**src/rtl/npc_sequencer.sv**
```systemverilog
// npc_sequencer -- multi-cycle control FSM for the RV32E NPC.
//
// Walks each instruction through FETCH -> DECODE -> EXEC -> [MEM] -> WB over the
// shared datapath. Owns the PC and instruction registers, the IFU/LSU request
// handshakes and the register-file write strobe.
//
// Handshakes: a request (ifu_req / lsu_req) is a Moore decode of the state and
// stays high for every cycle spent in FETCH / MEM. The response (ifu_valid /
// lsu_ready) is accepted on any posedge where the request is high, including the
// first one (zero-wait memory). A response seen outside FETCH / MEM is ignored.
//
// Ports:
//   clk, rst_n          core clock; synchronous active-low reset
//   ifu_req             fetch request, address = pc
//   ifu_valid, ifu_inst fetch response and instruction word
//   inst                latched instruction (feeds decoder / imm_extend)
//   pc                  current PC
//   type_in             decoder type: R=0 I=1 S=2 B=3 U=4 J=5
//   is_load, is_store   decoder memory-op flags
//   halt_in             decoder ebreak flag
//   next_pc             datapath-computed next PC
//   lsu_req, lsu_ready  data memory request / response
//   rf_wen              register-file write enable
//   retire              one-cycle pulse per retired instruction
//   halted, err         core halted / halt was caused by a fault
//
// Configuration macro: NPC_SEQ_TIMEOUT_EN adds a FETCH/MEM wait counter that
// halts the core with err=1 after TIMEOUT_CYC cycles without a response.
module npc_sequencer #(
  parameter logic [31:0] RESET_PC    = 32'h8000_0000,
  parameter int unsigned TIMEOUT_CYC = 1024
) (
  input  logic        clk,
  input  logic        rst_n,
  output logic        ifu_req,
  input  logic        ifu_valid,
  input  logic [31:0] ifu_inst,
  output logic [31:0] inst,
  output logic [31:0] pc,
  input  logic [2:0]  type_in,
  input  logic        is_load,
  input  logic        is_store,
  input  logic        halt_in,
  input  logic [31:0] next_pc,
  output logic        lsu_req,
  input  logic        lsu_ready,
  output logic        rf_wen,
  output logic        retire,
  output logic        halted,
  output logic        err
);

  localparam logic [2:0] INST_S = 3'd2;
  localparam logic [2:0] INST_B = 3'd3;

  typedef enum logic [2:0] {
    IDLE   = 3'd0,
    FETCH  = 3'd1,
    DECODE = 3'd2,
    EXEC   = 3'd3,
    MEM    = 3'd4,
    WB     = 3'd5,
    HALT   = 3'd6
  } state_t;

  state_t state_q, state_d;
  logic   misaligned;
  logic   wait_expired;

  assign misaligned = (next_pc[1:0] != 2'b00);

`ifdef NPC_SEQ_TIMEOUT_EN
  localparam int unsigned WAIT_W = $clog2(TIMEOUT_CYC) + 1;
  localparam logic [WAIT_W-1:0] WAIT_LAST = WAIT_W'(TIMEOUT_CYC - 1);

  logic [WAIT_W-1:0] wait_cnt;

  // wait_cnt holds the number of already-elapsed waiting cycles, so the
  // TIMEOUT_CYC-th waiting cycle is the one where it equals TIMEOUT_CYC-1.
  assign wait_expired = (wait_cnt == WAIT_LAST) &&
                        ((state_q == FETCH && !ifu_valid) ||
                         (state_q == MEM   && !lsu_ready));

  always_ff @(posedge clk) begin
    if (!rst_n) begin
      wait_cnt <= '0;
    end else if (state_d != state_q) begin
      wait_cnt <= '0;
    end else if (state_q == FETCH || state_q == MEM) begin
      wait_cnt <= wait_cnt + 1'b1;
    end
  end
`else
  logic unused_cfg;
  assign unused_cfg   = ^TIMEOUT_CYC;
  assign wait_expired = 1'b0;
`endif

  always_ff @(posedge clk) begin
    if (!rst_n) begin
      state_q <= IDLE;
      pc      <= RESET_PC;
      inst    <= '0;
      err     <= 1'b0;
    end else begin
      state_q <= state_d;
      if (state_q == FETCH && ifu_valid) begin
        inst <= ifu_inst;
      end
      if (state_q == WB) begin
        if (misaligned) begin
          err <= 1'b1;
        end else begin
          pc <= next_pc;
        end
      end
      if (wait_expired) begin
        err <= 1'b1;
      end
    end
  end

  always_comb begin
    state_d = state_q;
    ifu_req = 1'b0;
    lsu_req = 1'b0;
    rf_wen  = 1'b0;
    retire  = 1'b0;
    halted  = 1'b0;
    unique case (state_q)
      IDLE:   state_d = FETCH;
      FETCH: begin
        ifu_req = 1'b1;
        if (ifu_valid)         state_d = DECODE;
        else if (wait_expired) state_d = HALT;
      end
      DECODE: state_d = halt_in ? HALT : EXEC;
      // load & store together takes the load path, which is the same MEM state.
      EXEC:   state_d = (is_load || is_store) ? MEM : WB;
      MEM: begin
        lsu_req = 1'b1;
        if (lsu_ready)         state_d = WB;
        else if (wait_expired) state_d = HALT;
      end
      WB: begin
        retire  = 1'b1;
        // A misaligned target faults the instruction: no architectural write.
        rf_wen  = !misaligned && (type_in != INST_S) && (type_in != INST_B);
        state_d = misaligned ? HALT : FETCH;
      end
      HALT:    halted = 1'b1;
      default: state_d = IDLE;
    endcase
  end

endmodule

```
**config.mk**
```make
export PLATFORM = sky130hd
export DESIGN_NAME = npc_sequencer
export DESIGN_NICKNAME = d
export VERILOG_FILES = /design/src/rtl/npc_sequencer.sv
export SDC_FILE = /design/constraint.sdc
export NUM_CORES = 1
export LEC_CHECK = 0
export ABC_AREA = 1
export CORE_MARGIN = 2
export CORE_UTILIZATION = 43
export CTS_BUF_LIST = sky130_fd_sc_hd__clkbuf_4 sky130_fd_sc_hd__clkbuf_8
export CTS_CLUSTER_DIAMETER = 50
export DETAILED_ROUTE_END_ITERATION = 8
export PLACE_DENSITY = 0.95
export SKIP_LAST_GASP = 1
export SLEW_MARGIN = 20
export SYNTH_ARGS = -nofsm -noshare
export SYNTH_HDL_FRONTEND = slang
export SYNTH_SLANG_ARGS = --single-unit
export TNS_END_PERCENT = 5
```
**constraint.sdc**
```tcl
create_clock -name clk -period 2.8 [get_ports clk]
set_clock_uncertainty 0.1 [all_clocks]
set_input_delay 0.28 -clock clk [delete_from_list [all_inputs] [get_ports clk]]
set_output_delay 0.28 -clock clk [all_outputs]
set_load 0.1 [all_outputs]
```
# Yosys cells after proc, flatten, opt, wreduce, memory -nomap -nowiden
# Cells that the tools add are included.
# word_totals
regBits	68
input_bits	74
wordCells	37
# classes
eq_ne	10
mux	11
bitwise_logic	2
reduce_logical	10
# ops
op	count
$pmux W3 S7	1
$mux W3	4
$eq A3 B3 Y1 const B	3
$eq A3 B2 Y1 const B	2
$mux W1	6
$ne A3 B2 Y1 const B	2
$ne A2 B2 Y1 const B	2
$reduce_and A2 Y1	2
$eq A3 B1 Y1 const B	1
$logic_and A1 B1 Y1	3
$logic_not A3 Y1	1
$reduce_and A3 Y1	1
$not A1 Y1	2
$reduce_bool A2 Y1	1
$logic_not A1 Y1	1
$logic_or A1 B1 Y1	1

# Logic depth before layout (Yosys ltp)
# logic_depth
depth_word	5
depth_mapped	8
ltp_nobuf	7

# Worst setup path after synthesis
# OpenSTA, ideal clock, no wires.
# synth_timing
path_type	reg-to-output
start	register state_q[2]
end	output port rf_wen
arrival_ns	1.757
path_slack_ns	0.663
path_stages_with_launch	6
path_buffers	1
path_cell_list	dfxtp_1 -> nand3_2 -> nor2_8 -> inv_4 -> buf_6 -> a21oi_2
# synth_between
elab_chain_cells	2
# synth_lines
element	line_no	rtl
start, declared	66	state_t state_q, state_d;
start signal, assigned	106	state_q <= state_d;
$eq A3 B3 Y1	130	unique case (state_q)
$mux W1	130	
end, declared	47	output logic rf_wen,
# No other way between the ends.

# Worst setup path in the final report
# Same ends and word-level chain as after synthesis.

==> Flow_metrics.wiki <==
{| class="wikitable"
! Metric !! Value
|-
| Status || finished, final reports clean
|-
| Maximum clock path buffer count || 2
|-
| Type of origin of the critical path || flop
|-
| Transition time at the pin with the least slew margin || 0.547 ns
|-
| Wire length per cell || 13.0 um
|-
| Chip height || 81.8 um
|-
| Mux share of post-synthesis cell area || 0%
|-
| Flop and latch count out of synthesis || 68
|-
| Number of input and output port buffers inserted || 142
|-
| Reg2Reg Setup Slack || 1.05 ns
|-
| First-pass GRT wire length || 10500 um
|-
| Most frequent standard cell in the layout excluding fill and tap cells || sky130_fd_sc_hd__nor2_1
|-
| Cell area after synthesis || 2600 sq um
|-
| Synth-to-Final Area Change || 55.6%
|-
| Leakage power figure || 0.00184 uW
|-
| Number of synthesis warnings || 0
|-
| Total negative slack || 0 ns
|-
| Worst setup path startpoint || state_q[2]$_SDFFE_PN0P_
|-
| Count of vias placed by the detailed router || 2548
|-
| Final Net Count || 538
|-
| Clock insertion delay at the later pin of the skew report || 0.33 ns
|-
| Worst reg-to-reg path cell count || 6
|-
| Adder-cell area share of the yosys netlist || 0%
|-
| Capturing point of the worst reg2reg path || inst[15]$_SDFFE_PN0P_
|-
| End point of the worst hold path || inst[30]$_SDFFE_PN0P_
|-
| Final weighted congestion in routability-driven placement || 0.858
|-
| Die ar. || 6690 sq um
|-
| Minimum setup slack in the final design || 0.835 ns
|-
| Startpoint of the tightest hold check path || rst_n
|-
| I/O Pins || 144
|-
| Global route total overflow || 0
|-
| CTS clock-pin slew for the worst setup and hold paths || 0.08 ns
|-
| TritonCTS clock tree || done
|-
| First-pass iteration count of the detailed router || 4
|-
| Number of instances on the worst hold path || 3
|-
| Synth Instances || 327
|-
| Setup WS pre-CTS || 0.873 ns
|-
| Number of routed nets with antenna violations || 0
|-
| Req. time, crit path || 2.42 ns
|-
| Tcrit/Tclk final || 70.2%
|-
| Path type of the worst min-delay path || primary input to flop
|-
| Hold Buf Count CTS || 0
|-
| Largest family of logic cells by synthesized area || simple AND/OR/NAND/NOR gates
|-
| Number of buffers added by the clock tree synthesis step || 9
|-
| Maximum fanout count along the critical path || 16
|-
| Synth Net Count || 401
|-
| Final Slew Violations || 0
|-
| Post-cts resize count || 0
|-
| Max Clk Rate || 509 MHz
|-
| Crit Reg-Reg Startpoint || state_q[0]$_SDFFE_PN0P_
|-
| Register area share after synthesis || 52.3%
|-
| Overall Global Routing Usage || 20.7%
|-
| Simple-gate portion of the synthesized area || 27.0%
|-
| Number of setup buffers added after CTS || 0
|-
| Vias per cell || 4.68
|-
| Critical path arrival || 1.58 ns
|-
| Drt drc || 0
|-
| Largest net degree at the start of global routing || 36
|-
| Vias in the first global route || 2321
|-
| Number of antenna cells inserted || 0
|-
| RSZ-0062 raised after global routing || no
|-
| Shortest period the worst path allows || 1.96 ns
|-
| Share of layout cells above drive strength 1 || 27.3%
|-
| Initial core utilization || 44.2%
|-
| Compound-cell area share of the yosys netlist || 13.0%
|-
| Classification of the worst setup path || flop to primary output
|-
| Endpoints failing setup || 0
|-
| # rows || 28
|-
| Num Clock Sinks || 68
|-
| Initial antenna violation count || 0
|-
| Worst slew margin || 63.5%
|-
| Hold violation total from the final report || 0
|-
| Half-perimeter wire length after detailed placement || 5170 um
|-
| Die Width || 81.8 um
|-
| CTS H-tree depth || 3
|-
| Synthesized-area fraction occupied by xor and xnor cells || 0%
|-
| Pwr/cell area || 1020 nW/um^2
|-
| Max-cap violations || 0
|-
| Most frequent cells in the layout || 105 x sky130_fd_sc_hd__nor2_1, 72 x sky130_fd_sc_hd__buf_4, 71 x sky130_fd_sc_hd__clkdlybuf4s50_1
|-
| Peak supply drop || 667 uV
|-
| Routed wire length || 7050 um
|-
| Area of the core || 5890 sq um
|-
| Avg Inst Size Synth || 7.95 sq um
|-
| Buffer cell driving the clock tree root || sky130_fd_sc_hd__clkbuf_8
|-
| Worst setup EP type || primary output
|-
| 1st-iter DRT viols || 73
|-
| Synth cell types || 20
|}
==> per-stage QoR <==
step                util (%)  area [sq um]  instances  hold slack (ns)  total power, uW
finish                  68.8          4050        544            0.324             4130
global route            68.8          4050        544            0.326             4320
CTS                     68.8          4050        544            0.304             4160
detailed placement      65.2          3840        528            0.334             3330
global placement        65.2          3840        528            0.323             3290
floorplan                  -          2600        327            0.306             2880
==> worst max-delay path, cell delays in order, from the launching register on <==
cell,delay [ns]
sky130_fd_sc_hd__dfxtp_1,0.46
sky130_fd_sc_hd__nand3_2,0.18
sky130_fd_sc_hd__nor2_8,0.13
sky130_fd_sc_hd__inv_4,0.11
sky130_fd_sc_hd__a21oi_2,0.17
sky130_fd_sc_hd__buf_12,0.19
==> layer usage <==
layer / GRT usage [%] / up-vias / part of all wire (%)
li1: - / 1300 / -
met1: 23.0 / 1139 / 40
met2: 34.5 / 99 / 48
met3: 9.01 / 10 / 10
met4: 8.67 / 0 / 1.4
met5: 0 / - / 0
==> synth_stat cells, drive strengths merged <==
cell type / count / area share [%]
a21oi: 5 / 1.1
buf: 12 / 4.0
clkbuf: 7 / 1.0
dfxtp: 68 / 52
inv: 17 / 2.5
nand2: 13 / 2.2
nand3: 8 / 1.9
nand3b: 1 / 0.29
nor2: 134 / 23
o21ai: 62 / 12
==> how the worst max path moves through the flow <==
stage / to
after floorplan: rf_wen
after global placement: rf_wen
after detailed placement: inst[15]$_SDFFE_PN0P_
after CTS: rf_wen
after global routing: rf_wen
final: rf_wen
==> flip-flops by register name (all words and copies together), names as in the netlist <==
register	count
state_q	3
inst	32
err	1
pc	32
==> power by group <==
part / switching, uW / total [uW] / internal (uW)
combinational: 1600 / 2050 / 455
sequential: 114 / 1250 / 1140
clock: 364 / 831 / 467
==> cell families (layout without fill, tap and decap cells) <==
kind of cell    count (synthesis)  count (layout)
flops                          68              68
simple gates                  156             156
buf+inv                        36             178
compound gates                 67              67
==> cell type report <==
type	count	area, sq um
Inverter	17	66.3
Tap cell	75	93.8
Timing Repair Buffer	145	1280
Fill cell	478	1840
Clock buffer	12	159
Clock inverter	4	47.5
Multi-Input combinational cell	223	1040
Sequential cell	68	1360
Power figures use the tool's default switching activity.
